$ cat config.mk
export PLATFORM = sky130hd
export DESIGN_NAME = uart_alu
export DESIGN_NICKNAME = d
export VERILOG_FILES = /design/src/rtl/uart_alu_pkg.sv /design/src/rtl/uart_rx.sv /design/src/rtl/uart_tx.sv /design/src/rtl/uart_alu.sv
export SDC_FILE = /design/constraint.sdc
export NUM_CORES = 1
export LEC_CHECK = 0
export CORE_ASPECT_RATIO = 1.5
export CORE_MARGIN = 2
export CORE_UTILIZATION = 40
export CTS_CLUSTER_DIAMETER = 50
export DETAILED_ROUTE_END_ITERATION = 7
export GPL_TIMING_DRIVEN = 1
export RECOVER_POWER = 50
export SLEW_MARGIN = 20
export SYNTH_ARGS = -nofsm -noshare
export SYNTH_HDL_FRONTEND = slang
export SYNTH_SLANG_ARGS = --single-unit
$ cat constraint.sdc
create_clock -name clk_i -period 12.15 [get_ports clk_i]
set_input_delay 1.215 -clock clk_i [delete_from_list [all_inputs] [get_ports clk_i]]
set_output_delay 1.215 -clock clk_i [all_outputs]
set_load 0.01 [all_outputs]
$ cat src/rtl/uart_alu_pkg.sv
// uart_alu_pkg: opcode and FSM state types plus the default UART prescale for uart_alu
package uart_alu_pkg;
   typedef enum logic [7:0] {
      OP_ADD = 8'h00,
      OP_SUB = 8'h01,
      OP_AND = 8'h02,
      OP_OR  = 8'h03,
      OP_XOR = 8'h04,
      OP_MUL = 8'h06
   } op_e;
   typedef enum logic [2:0] {
      S_IDLE, S_GET_A, S_GET_B, S_EXEC, S_SEND_LO, S_SEND_HI, S_SEND_ECHO
   } state_e;
   localparam logic [15:0] PRESCALE_DEF = 16'd9;
   function automatic logic is_op(input logic [7:0] b);
      return (b <= 8'h04) || (b == 8'h06);
   endfunction
endpackage

$ cat src/rtl/uart_rx.sv
// uart_rx: 8N1 receiver, one valid_o pulse per byte whose stop bit is high
// ports: clk_i/rst_i clock and sync reset, rxd_i serial in, prescale_i bit period/8,
//        data_o received byte, valid_o one-cycle strobe
module uart_rx #(
   parameter int datawidth_p = 8
) (
   input  logic                   clk_i,
   input  logic                   rst_i,
   input  logic                   rxd_i,
   input  logic [15:0]            prescale_i,
   output logic [datawidth_p-1:0] data_o,
   output logic                   valid_o
);
   localparam int CW = $clog2(datawidth_p + 2);
   // sync_q[1] is the synchronised line, sync_q[2] its previous value
   logic [2:0]             sync_q;
   logic [datawidth_p-1:0] data_q;
   logic [CW-1:0]          idx_q;
   logic [18:0]            cyc_q;
   logic                   busy_q, valid_q;
   assign data_o  = data_q;
   assign valid_o = valid_q;
   // idx_q: 0 = start check, 1..datawidth_p = data bits, datawidth_p+1 = stop bit
   always_ff @(posedge clk_i) begin
      if (rst_i) begin
         sync_q  <= '1;
         data_q  <= '0;
         idx_q   <= '0;
         cyc_q   <= '0;
         busy_q  <= 1'b0;
         valid_q <= 1'b0;
      end else begin
         sync_q  <= {sync_q[1:0], rxd_i};
         valid_q <= 1'b0;
         if (!busy_q) begin
            // falling edge only, so a low stop bit cannot retrigger a frame
            if (sync_q[2] && !sync_q[1]) begin
               busy_q <= 1'b1;
               idx_q  <= '0;
               cyc_q  <= {1'b0, prescale_i, 2'b0} - 19'd1;
            end
         end else if (cyc_q != 19'd0) begin
            cyc_q <= cyc_q - 19'd1;
         end else begin
            cyc_q <= {prescale_i, 3'b0} - 19'd1;
            idx_q <= idx_q + CW'(1);
            if (idx_q == '0)
               busy_q <= !sync_q[1];
            else if (idx_q <= CW'(datawidth_p))
               data_q <= {sync_q[1], data_q[datawidth_p-1:1]};
            else begin
               busy_q  <= 1'b0;
               valid_q <= sync_q[1];
            end
         end
      end
   end
endmodule

$ cat src/rtl/uart_tx.sv
// uart_tx: 8N1 transmitter with an AXI-stream style byte input
// ports: clk/rst clock and sync reset, s_axis_tdata/tvalid/tready byte handshake,
//        txd serial out, busy frame in progress, prescale bit period/8
module uart_tx #(
   parameter int datawidth_p = 8
) (
   input  logic                   clk,
   input  logic                   rst,
   input  logic [datawidth_p-1:0] s_axis_tdata,
   input  logic                   s_axis_tvalid,
   output logic                   s_axis_tready,
   output logic                   txd,
   output logic                   busy,
   input  logic [15:0]            prescale
);
   localparam int CW = $clog2(datawidth_p + 2);
   // frame_q holds the bits still to send after the current one: data then stop
   logic [datawidth_p:0] frame_q;
   logic [CW-1:0]        bits_q;
   logic [18:0]          cyc_q;
   logic                 busy_q, txd_q;
   assign s_axis_tready = !busy_q;
   assign busy          = busy_q;
   assign txd           = txd_q;
   always_ff @(posedge clk) begin
      if (rst) begin
         frame_q <= '0;
         bits_q  <= '0;
         cyc_q   <= '0;
         busy_q  <= 1'b0;
         txd_q   <= 1'b1;
      end else if (!busy_q) begin
         if (s_axis_tvalid) begin
            frame_q <= {1'b1, s_axis_tdata};
            bits_q  <= CW'(datawidth_p + 1);
            cyc_q   <= {prescale, 3'b0} - 19'd1;
            busy_q  <= 1'b1;
            txd_q   <= 1'b0;
         end
      end else if (cyc_q != 19'd0) begin
         cyc_q <= cyc_q - 19'd1;
      end else if (bits_q != '0) begin
         txd_q   <= frame_q[0];
         frame_q <= frame_q >> 1;
         bits_q  <= bits_q - CW'(1);
         cyc_q   <= {prescale, 3'b0} - 19'd1;
      end else begin
         busy_q <= 1'b0;
      end
   end
endmodule

$ cat src/rtl/uart_alu.sv
// uart_alu: UART-attached byte ALU; opcode,A,B packets answer result lo/hi, other bytes are echoed
// ports: clk_i clock, rst_i sync active-high reset, rx_i serial in, tx_o serial out (8N1)
module uart_alu
   import uart_alu_pkg::*;
#(
   parameter int          datawidth_p = 8,
   parameter logic [15:0] prescale_p  = PRESCALE_DEF
) (
   input  logic clk_i,
   input  logic rst_i,
   input  logic rx_i,
   output logic tx_o
);
   localparam int W = datawidth_p;
   logic [W-1:0]   rx_data, a_q, b_q, tdata_q;
   logic [2*W-1:0] res_q, res_d;
   logic           rx_valid, tx_ready, tx_busy, tvalid_q, accept;
   state_e         state_q;
   op_e            op_q;
   uart_rx #(.datawidth_p(W)) u_rx (
      .clk_i(clk_i), .rst_i(rst_i), .rxd_i(rx_i), .prescale_i(prescale_p),
      .data_o(rx_data), .valid_o(rx_valid)
   );
   uart_tx #(.datawidth_p(W)) u_tx (
      .clk(clk_i), .rst(rst_i), .s_axis_tdata(tdata_q), .s_axis_tvalid(tvalid_q),
      .s_axis_tready(tx_ready), .txd(tx_o), .busy(tx_busy), .prescale(prescale_p)
   );
   assign accept = tvalid_q && tx_ready && !tx_busy;
   always_comb begin
      res_d = '0;
      case (op_q)
         OP_ADD:  res_d = (2*W)'(a_q) + (2*W)'(b_q);
         OP_SUB:  res_d = {W'(a_q < b_q), a_q - b_q};
         OP_AND:  res_d = {W'(0), a_q & b_q};
         OP_OR:   res_d = {W'(0), a_q | b_q};
         OP_XOR:  res_d = {W'(0), a_q ^ b_q};
         OP_MUL:  res_d = (2*W)'(a_q) * (2*W)'(b_q);
         default: res_d = '0;
      endcase
   end
   // bytes arriving outside IDLE/GET_* are ignored, giving the drop-while-busy behaviour
   always_ff @(posedge clk_i) begin
      if (rst_i) begin
         state_q  <= S_IDLE;
         op_q     <= OP_ADD;
         a_q      <= '0;
         b_q      <= '0;
         res_q    <= '0;
         tdata_q  <= '0;
         tvalid_q <= 1'b0;
      end else begin
         case (state_q)
            S_IDLE: if (rx_valid) begin
               if (is_op(rx_data[7:0])) begin
                  op_q    <= op_e'(rx_data[7:0]);
                  state_q <= S_GET_A;
               end else begin
                  tdata_q  <= rx_data;
                  tvalid_q <= 1'b1;
                  state_q  <= S_SEND_ECHO;
               end
            end
            S_GET_A: if (rx_valid) begin
               a_q     <= rx_data;
               state_q <= S_GET_B;
            end
            S_GET_B: if (rx_valid) begin
               b_q     <= rx_data;
               state_q <= S_EXEC;
            end
            S_EXEC: begin
               res_q    <= res_d;
               tdata_q  <= res_d[W-1:0];
               tvalid_q <= 1'b1;
               state_q  <= S_SEND_LO;
            end
            S_SEND_LO: if (accept) begin
               tdata_q <= res_q[2*W-1:W];
               state_q <= S_SEND_HI;
            end
            S_SEND_HI, S_SEND_ECHO: if (accept) begin
               tvalid_q <= 1'b0;
               state_q  <= S_IDLE;
            end
            default: state_q <= S_IDLE;
         endcase
      end
   end
endmodule

== After elaboration in Yosys (flattened, before gate mapping) ==
Cells that the tools add are included.
Operators by class
  divide/modulo/power cells: 0
  $mul: 1
  bitwise operators: 6
  shift-type cells: 0
  magnitude comparators: 3
  add/sub/neg operators: 6
  reductions and logical operators: 28
  muxes and demuxes: 47
  eq/ne operators: 22
Operator list (count)
  two-way mux 19 bit: 7
  case mux 16 bit (6 select lines): 1
  nonzero test 19 bit: 2
  subtractor 19 x 1 -> 19 bit, second input constant: 2
  two-way mux 9 bit: 4
  two-way mux 4 bit: 7
  == test 8 x 3 -> 1 bit, second input constant: 3
  two-way mux 8 bit: 3
  case mux 8 bit (3 select lines): 1
  two-way mux 3 bit: 6
  case mux 3 bit (6 select lines): 1
  == test 8 x 2 -> 1 bit, second input constant: 2
  multiplier 8 x 8 -> 16 bit: 1
  two-way mux 1 bit: 16
  != test 2 bit, second input constant: 6
  AND reduction 4 bit: 3
  adder 8 x 8 -> 9 bit: 1
  == test 3 bit, second input constant: 3
  AND 8 bit: 1
  == test 8 x 1 -> 1 bit, second input constant: 1
  <= comparator 8 x 3 -> 1 bit, second input constant: 1
  logical NOT 8 bit: 1
  < comparator 8 bit: 1
  OR 8 bit: 1
  24 further kinds: 38
Storage, ports and cells
  output and inout bits: 1
  latch bits: 0
  memories kept: 0
  ROM bits: 0
  flip-flop bits (word level): 122
  RAM bits: 0

== Longest topological paths before layout ==
Gate-level depths: netlist of run 1.
  depth after elaboration: 5
  depth in mapped cells: 17
  gate-level depth less buffers: 17

== Hierarchy ==
From an unflattened synthesis of run 1, not the netlist that was laid out.
Second synthesis, totals
  cells, all modules: 1181
  area, all modules: 9580.4 um2
Modules (own cells, without submodules)
  uart_alu: area an instance 5017.3 um2, times used 1, sequential area each 880.8 um2, cells an instance 629
  uart_rx: area an instance 2367.3 um2, times used 1, sequential area each 720.7 um2, cells an instance 287
  uart_tx: area an instance 2195.9 um2, times used 1, sequential area each 680.7 um2, cells an instance 265

== Least setup slack after synthesis of run 1 ==
No wires, ideal clock.
  path type: flip-flop to flip-flop
  from: register a_q[1]
  to: register res_q[11]
  library setup time: 70 ps
  path buffers: 0
  clock period less this slack: 4599 ps
  arrival time: 4529 ps
  cell stages (with the launch flop): 15
  data required time: 12080 ps
  setup slack: 7551 ps
  cells stage by stage: dfxtp_1 -> inv_1 -> nor2_1 -> fa_1 -> fa_1 -> fa_1 -> inv_1 -> fa_1 -> inv_1 -> ha_1 -> or3_1 -> o221a_2 -> o21ai_0 -> or4b_2 -> a21oi_1
Between the ends
  cells in the longest elaborated chain, start to end: 2
RTL lines
  from (decl): line uart_alu.sv:15  | logic [W-1:0] rx_data, a_q, b_q, tdata_q;
  from (signal assigned): line uart_alu.sv:64  | a_q <= rx_data;
  multiplier 8 x 8 -> 16 bit: line uart_alu.sv:37  | OP_MUL: res_d = (2*W)'(a_q) * (2*W)'(b_q);
  case mux 16 bit (6 select lines): line uart_alu.sv:31  | case (op_q)
  to (signal assigned): line uart_alu.sv:72  | res_q <= res_d;
  to (decl): line uart_alu.sv:16  | logic [2*W-1:0] res_q, res_d;
No other way between the ends.
A chain may end at the register's enable or synchronous reset.

== Worst setup path in the final report of run 1 ==
  from: register a_q[3]
  to: register res_q[11]
Same word-level chain as after synthesis.

==> impl_metrics.tcl, run 1 <==
set metrics [dict create \
    dp_slack_ns 7.27 \
    hold_violations 0 \
    std_cell_rows 64 \
    antenna_found_initial 0 \
    final.setup.tns_ns 0 \
    n_antenna_cell 0 \
    violations "max-capacitance violations, max-slew violations" \
    rsz0062_at_grt "false" \
    reg2reg_depth 14 \
    cts_buffers 17 \
    wl_per_cell_um 16.3 \
    synth-edff-count 0 \
    period_share_pct 40.8 \
    die-width_um 122 \
    r2r-end "res_q[11]" \
    tightest_slew_ns 2.88 \
    hp-class "register to register" \
    ys.flop_type "dfxtp_1" \
    clock_path_buffers 2 \
    vdd_drop_max_mv 0.0684 \
    drv_slew 90 \
    port-buffer-count 3 \
    nFillCells 2033 \
    max_stage_delay_ns 0.58 \
    whs_ns 0.458 \
    grt_max_degree 65 \
    synth_warnings 0 \
    clock-sinks 114 \
    synthArstFlopShare_pct 0 \
    core_mm2 0.0204 \
    met1Wirelength_mm 9.14 \
    p_leak_nw 3.57 \
    synth.distinct_cells 77 \
    setup_violations 0 \
    grt.total_usage_pct 19.9 \
    cap_viol_max_count 2 \
    grt_first_pass_wirelength_mm 35.2 \
    htreeDepth 4 \
    start_kind "register" \
    reg2reg_slack_ns 7.19 \
    ant_nets 0 \
    drc 0 \
    wl_met3_um 517 \
    dr_wl_met2_mm 10.7 \
    gp_congestion 0.886 \
    path_class "register to register" \
    multi_input_area_mm2 0.00551 \
    initial_utilization_pct 40.9 \
    crit_path_frequent_cell "fa_1" \
    cts_setup_buffers 0 \
    dieArea_mm2 0.0221 \
    crit_fanout 8 \
    cts_tree "yes" \
    cts-resized-gates 0 \
    clkLatencyLatePin_ns 0.42 \
    die_h_um 181 \
    globalRoute.totalOverflow 0 \
    slowest_stage "or4b_2" \
    num_vias 7102 \
    ioPinCount 4 \
    final_nets 1123 \
    cp_data_required_time_ns 12.46 \
    ys_seq_elements 114 \
    seqCellArea_mm2 0.00228 \
    place_hpwl_mm 15.8 \
    via_per_inst 5.49 \
    period_needed_ns 4.96 \
    cts_hold_buf 0 \
    min_path_cells 1 \
    path_clk_slew_ns 0.06 \
    endpoint_kind "register" \
    fin_worst_skew_ns 0.00971 \
    r2r_start "a_q[3]" \
    cp.arrival_ns 5.27 \
    path_cells "clkinv_1 -> nor2_1 -> fa_1 -> fa_1 -> fa_1 -> inv_1 -> fa_1 -> inv_1 -> ha_1 -> or3_1 -> o221a_2 -> o21ai_0 -> or4b_2 -> a21oi_1" \
    drive_gt1_share_pct 5.73 \
    clock.fmax_mhz 202 \
    top_layer_used "met4" \
    grt_pass1_vias 7137 \
    syn-cell-area_mm2 0.00836 \
    status "finished, violations left" \
    syn_area_per_cell_um2 8.06 \
    syn-num-nets 1144 \
    cts-root-buf "clkbuf_16" \
    cellPowerDensity_mw_per_mm2 101 \
    drt_pass1_iterations 5 \
    seq_area_frac_synth_pct 27.3 \
    setup_ws_ns 7.19 \
    min_from "u_tx.txd" \
    syn_inst 1038 \
    area_growth_pct 8.50 \
    postRouteWirelength_mm 21.0 \
    slew_headroom_pct -92.1 \
    drt_iter0_drc 421 \
    min_to "u_tx.txd" \
]
cells in the mapped netlist (5+ instances only):
master	count	area (um2)
nand2b_1	15	93.8
xnor2_1	9	78.8
o21a_1	7	52.6
ha_1	65	813
o21ai_0	28	140
clkinv_1	8	30.0
xor2_1	15	131
nor3b_1	7	52.6
or2_2	8	50.1
nor3_1	31	155
nor2_1	170	638
inv_1	83	312
a211oi_1	12	90.1
o211ai_1	10	75.1
or3_1	10	62.6
nor2b_1	13	81.3
a21o_1	7	52.6
nor4_1	11	68.8
and3_1	7	43.8
fa_1	38	761
nand4_1	5	31.3
nand2_1	83	312
clkbuf_1	38	143
and2_1	8	50.1
a21oi_1	71	355
mux2i_1	24	240
o31ai_1	5	37.5
or3_2	5	37.5
nand3_1	21	105
a221o_1	6	60.1
a311oi_1	17	149
dfxtp_1	114	2280
or4_1	5	37.5
a31oi_1	11	68.8
critical path, delay by kind of cell, from the launching register on:
| kind | cells | cell delay (ns) |
|---|---|---|
| AOI/OAI and AO/OA | 3 | 0.58 |
| and+or+nand+nor | 3 | 1.18 |
| DFF | 1 | 0.38 |
| adders and majority gates | 5 | 2.32 |
| buffers and inverters | 3 | 0.37 |
sequential cells by signal, summed over array words and instances, names as in the netlist, 3 cells and up:
name and count:
a_q 8, b_q 8, op_q 8, res_q 8
state_q 3, tdata_q 8, u_rx.cyc_q 19, u_rx.data_o 8
u_rx.idx_q 4, u_rx.sync_q 3, u_tx.bits_q 4, u_tx.cyc_q 19
u_tx.frame_q 9
per-stage QoR:
stage               total power [mW]  utilization (%)  cell area [um2]  instances
finish                         0.917             44.4             9070       1294
global route                   0.953             44.4             9070       1294
floorplan                      0.442                -             8360       1038
CTS                            0.926             44.6             9100       1294
detailed placement             0.455             41.9             8550       1262
global placement               0.455             41.9             8550       1262
cells in the final DEF, fill, tap and decap left out, drive strengths merged, types with 8 or more instances in the layout:
| cell type | n |
|---|---|
| a211oi | 12 |
| a21oi | 71 |
| a311oi | 17 |
| a31oi | 11 |
| and2 | 8 |
| clkbuf | 22 |
| clkinv | 12 |
| dfxtp | 114 |
| fa | 38 |
| ha | 65 |
| inv | 85 |
| mux2i | 24 |
| nand2 | 83 |
| nand2b | 15 |
| nand3 | 21 |
| nor2 | 171 |
| nor2b | 13 |
| nor3 | 31 |
| nor4 | 13 |
| o211ai | 10 |
| o21ai | 29 |
| or2 | 8 |
| or3 | 15 |
| xnor2 | 9 |
| xor2 | 15 |
power by group:
part,total [mW],internal [mW],switching (mW)
clock network,0.469,0.286,0.183
registers,0.387,0.379,0.00730
logic,0.0612,0.0208,0.0404
logic make-up after synthesis:
family	after synthesis	synth area share [%]
xor+xnor	24	2.51
mux	25	3.01
compound gates	221	18.3
buf+inv	138	6.55
simple gates	413	23.5
flops	114	27.3
fa+ha+maj	103	18.8
cell type report:
cell class	instances	area share [%]
clock buffer	20	4.92
clock inverter	12	1.20
inverter	91	3.77
multi-input combinational	786	60.8
sequential	114	25.2
tap	264	3.64
timing repair buffer	7	0.552
worst max path at each step:
stage / start / cells after the start / end / slack (ns)
6_report: a_q[3] / 14 / res_q[11] / 7.19
5_1_grt: a_q[1] / 14 / res_q[11] / 6.89
4_1_cts: a_q[1] / 14 / res_q[11] / 7.22
3_5_place_dp: a_q[1] / 14 / res_q[11] / 7.27
3_3_place_gp: a_q[1] / 14 / res_q[11] / 7.34
2_1_floorplan: a_q[1] / 14 / res_q[11] / 7.55
layer usage:
metal	global-route usage, %	vias to the layer above
met5	0	-
met1	23.5	3392
met3	3.03	40
met2	35.2	102
li1	-	3568
met4	8.69	0
No activity file was read; power rests on OpenSTA's default activity.
==> run 2, diff against run 1 <==
Clock period 12.15 ns to 4.85 ns, I/O delays scaled along.
==> impl_metrics.tcl, run 2 (synthesis gave the netlist of run 1 again) <==
set metrics [dict create \
    cap_viol_max_count 1 \
    layout.cells.most_common "nor2_1" \
    crit_start "b_q[7]" \
    max_stage_delay_ns 0.59 \
    port-buffer-count 3 \
    final_cell_mix "nor2_1 (164), dfxtp_1 (109), nand2_1 (83)" \
    tightest_slew_ns 1.81 \
    drt_iter0_drc 386 \
    setup.worst_path.end "res_q[11]" \
    setup_violations 0 \
    wl_per_cell_um 16.3 \
    start_kind "register" \
    via_per_inst 5.50 \
    placed_area_mm2 0.00871 \
    crit_path_frequent_cell "fa_1" \
    drt_pass1_iterations 8 \
    endpoint_kind "register" \
    globalRoute.totalOverflow 0 \
    core_mm2 0.0204 \
    hp-class "register to register" \
    area_growth_pct 11.5 \
    path_clk_slew_ns 0.06 \
    grt_first_pass_wirelength_mm 35.7 \
    path_class "register to register" \
    cts_tree "yes" \
    top_regs "u_rx.cyc_q: 19 flops, u_tx.cyc_q: 19 flops, u_tx.frame_q: 9 flops" \
    r2r-end "res_q[11]" \
    reg2reg_slack_ns 0.23 \
    fin_worst_skew_ns 0.00756 \
    cp.arrival_ns 4.97 \
    drv_slew 39 \
    die_h_um 181 \
    status "finished, violations left" \
    period_needed_ns 4.62 \
    drc 1 \
    final.setup.tns_ns 0 \
    grt_max_degree 54 \
    drive_gt1_share_pct 9.79 \
    grt_pass1_vias 7105 \
    fin_area_mm2 0.00932 \
    gp_congestion 0.904 \
    antenna_found_initial 0 \
    nFillCells 2044 \
    cts_buffers 17 \
    period_share_pct 95.3 \
    finalPower_mw 2.39 \
    cts_hold_buf 0 \
    clkLatencyLatePin_ns 0.42 \
    num_vias 7239 \
    die-width_um 122 \
    cp_data_required_time_ns 5.19 \
    grt.total_usage_pct 20.3 \
    dieArea_mm2 0.0221 \
    ant_nets 0 \
    ioPinCount 4 \
    clock_path_buffers 2 \
    vdd_drop_max_mv 0.229 \
    postRouteWirelength_mm 21.4 \
    slew_headroom_pct -20.9 \
    path_cells "inv_1 -> nor2_1 -> fa_1 -> fa_1 -> fa_1 -> inv_1 -> fa_1 -> inv_1 -> ha_1 -> or3_4 -> o221a_4 -> o21ai_0 -> or4b_2 -> a21oi_1" \
    reg2reg_depth 14 \
    cellPowerDensity_mw_per_mm2 257 \
    slowest_stage "or4b_2" \
    cts-root-buf "clkbuf_16" \
    n_antenna_cell 0 \
    clock.fmax_mhz 216 \
    crit_fanout 5 \
    clock-sinks 114 \
    place_hpwl_mm 16.1 \
    final_nets 1146 \
    violations "design-rule violations, max-capacitance violations, max-slew violations" \
    std_cell_rows 64 \
    initial_utilization_pct 40.9 \
    hold_violations 0 \
    r2r_start "b_q[7]" \
    p_leak_nw 3.70 \
    htreeDepth 4 \
]
## run 2: changes by cell type in the layout (fill, tap and decap cells not counted), sizes merged
cell      change
clkinvlp      -1
bufinv        +2
inv           +6
buf          +22
clkinv        -7
## run 2: stage by stage
step	instances	worst slack, ns	util, %	hold slack (ns)
5_1_grt	1316	-0.00662	45.6	0.484
3_3_place_gp	1283	0.172	42.6	0.442
2_1_floorplan	1038	0.251	-	0.389
4_1_cts	1315	0.0646	45.6	0.464
6_report	1316	0.226	45.6	0.459
3_5_place_dp	1284	0.112	42.7	0.457
## run 2: worst min path at each step
stage                   start        endpoint  slack (ns)  cells past startpoint
5_1_grt              u_tx.txd        u_tx.txd        0.48                      1
3_5_place_dp   u_tx.cyc_q[13]  u_tx.cyc_q[13]        0.46                      2
6_report             u_tx.txd        u_tx.txd        0.46                      1
4_1_cts        u_tx.cyc_q[13]  u_tx.cyc_q[13]        0.46                      2
2_1_floorplan  u_rx.sync_q[0]  u_rx.sync_q[1]        0.39                      1
3_3_place_gp         u_tx.txd        u_tx.txd        0.44                      1
## run 2: critical path, delay by kind of cell, from the launching register on
kind / cells / cell delay (ns)
DFF: 1 / 0.37
adders and majority gates: 5 / 2.30
and+or+nand+nor: 3 / 1.15
buffers and inverters: 3 / 0.19
AOI/OAI and AO/OA: 3 / 0.55
## run 2: where the power goes
part | total (mW) | internal, mW | switching, mW | leakage (nW)
clock network | 1.28 | 0.820 | 0.459 | 0.282
registers | 0.968 | 0.950 | 0.0180 | 0.923
logic | 0.147 | 0.0487 | 0.0985 | 2.49
total | 2.39 | 1.82 | 0.575 | 3.70
## run 2: area by class of cell
cell class | count | area, um2 | area share (%)
Timing Repair Buffer | 30 | 219 | 2.35
Multi-Input combinational cell | 786 | 5540 | 59.5
Inverter | 91 | 342 | 3.66
Clock inverter | 12 | 156 | 1.68
Sequential cell | 114 | 2290 | 24.6
Tap cell | 264 | 330 | 3.54
Clock buffer | 19 | 443 | 4.75
## run 2: layer usage
layer  track usage, %  vias up  part of all wire (%)
met5                0        -                     0
met4             10.3        0                   4.3
li1                 -     3626                     -
met2             34.4      113                    49
met3             3.06       49                   2.4
met1             24.6     3451                    44
## run 2: timing repair
| item | CTS | global route |
|---|---|---|
| gates resized for setup | 0 | 23 |
| endpoints found under the setup margin | 0 | 1 |
| setup buffers | 0 | 1 |
==> run 3, diff against run 2 <==
Settings changed: GPL_ROUTABILITY_DRIVEN from default to 0.
==> results of run 3 <==
Same layout as run 2: the final DEF is identical, and so are final timing and power.
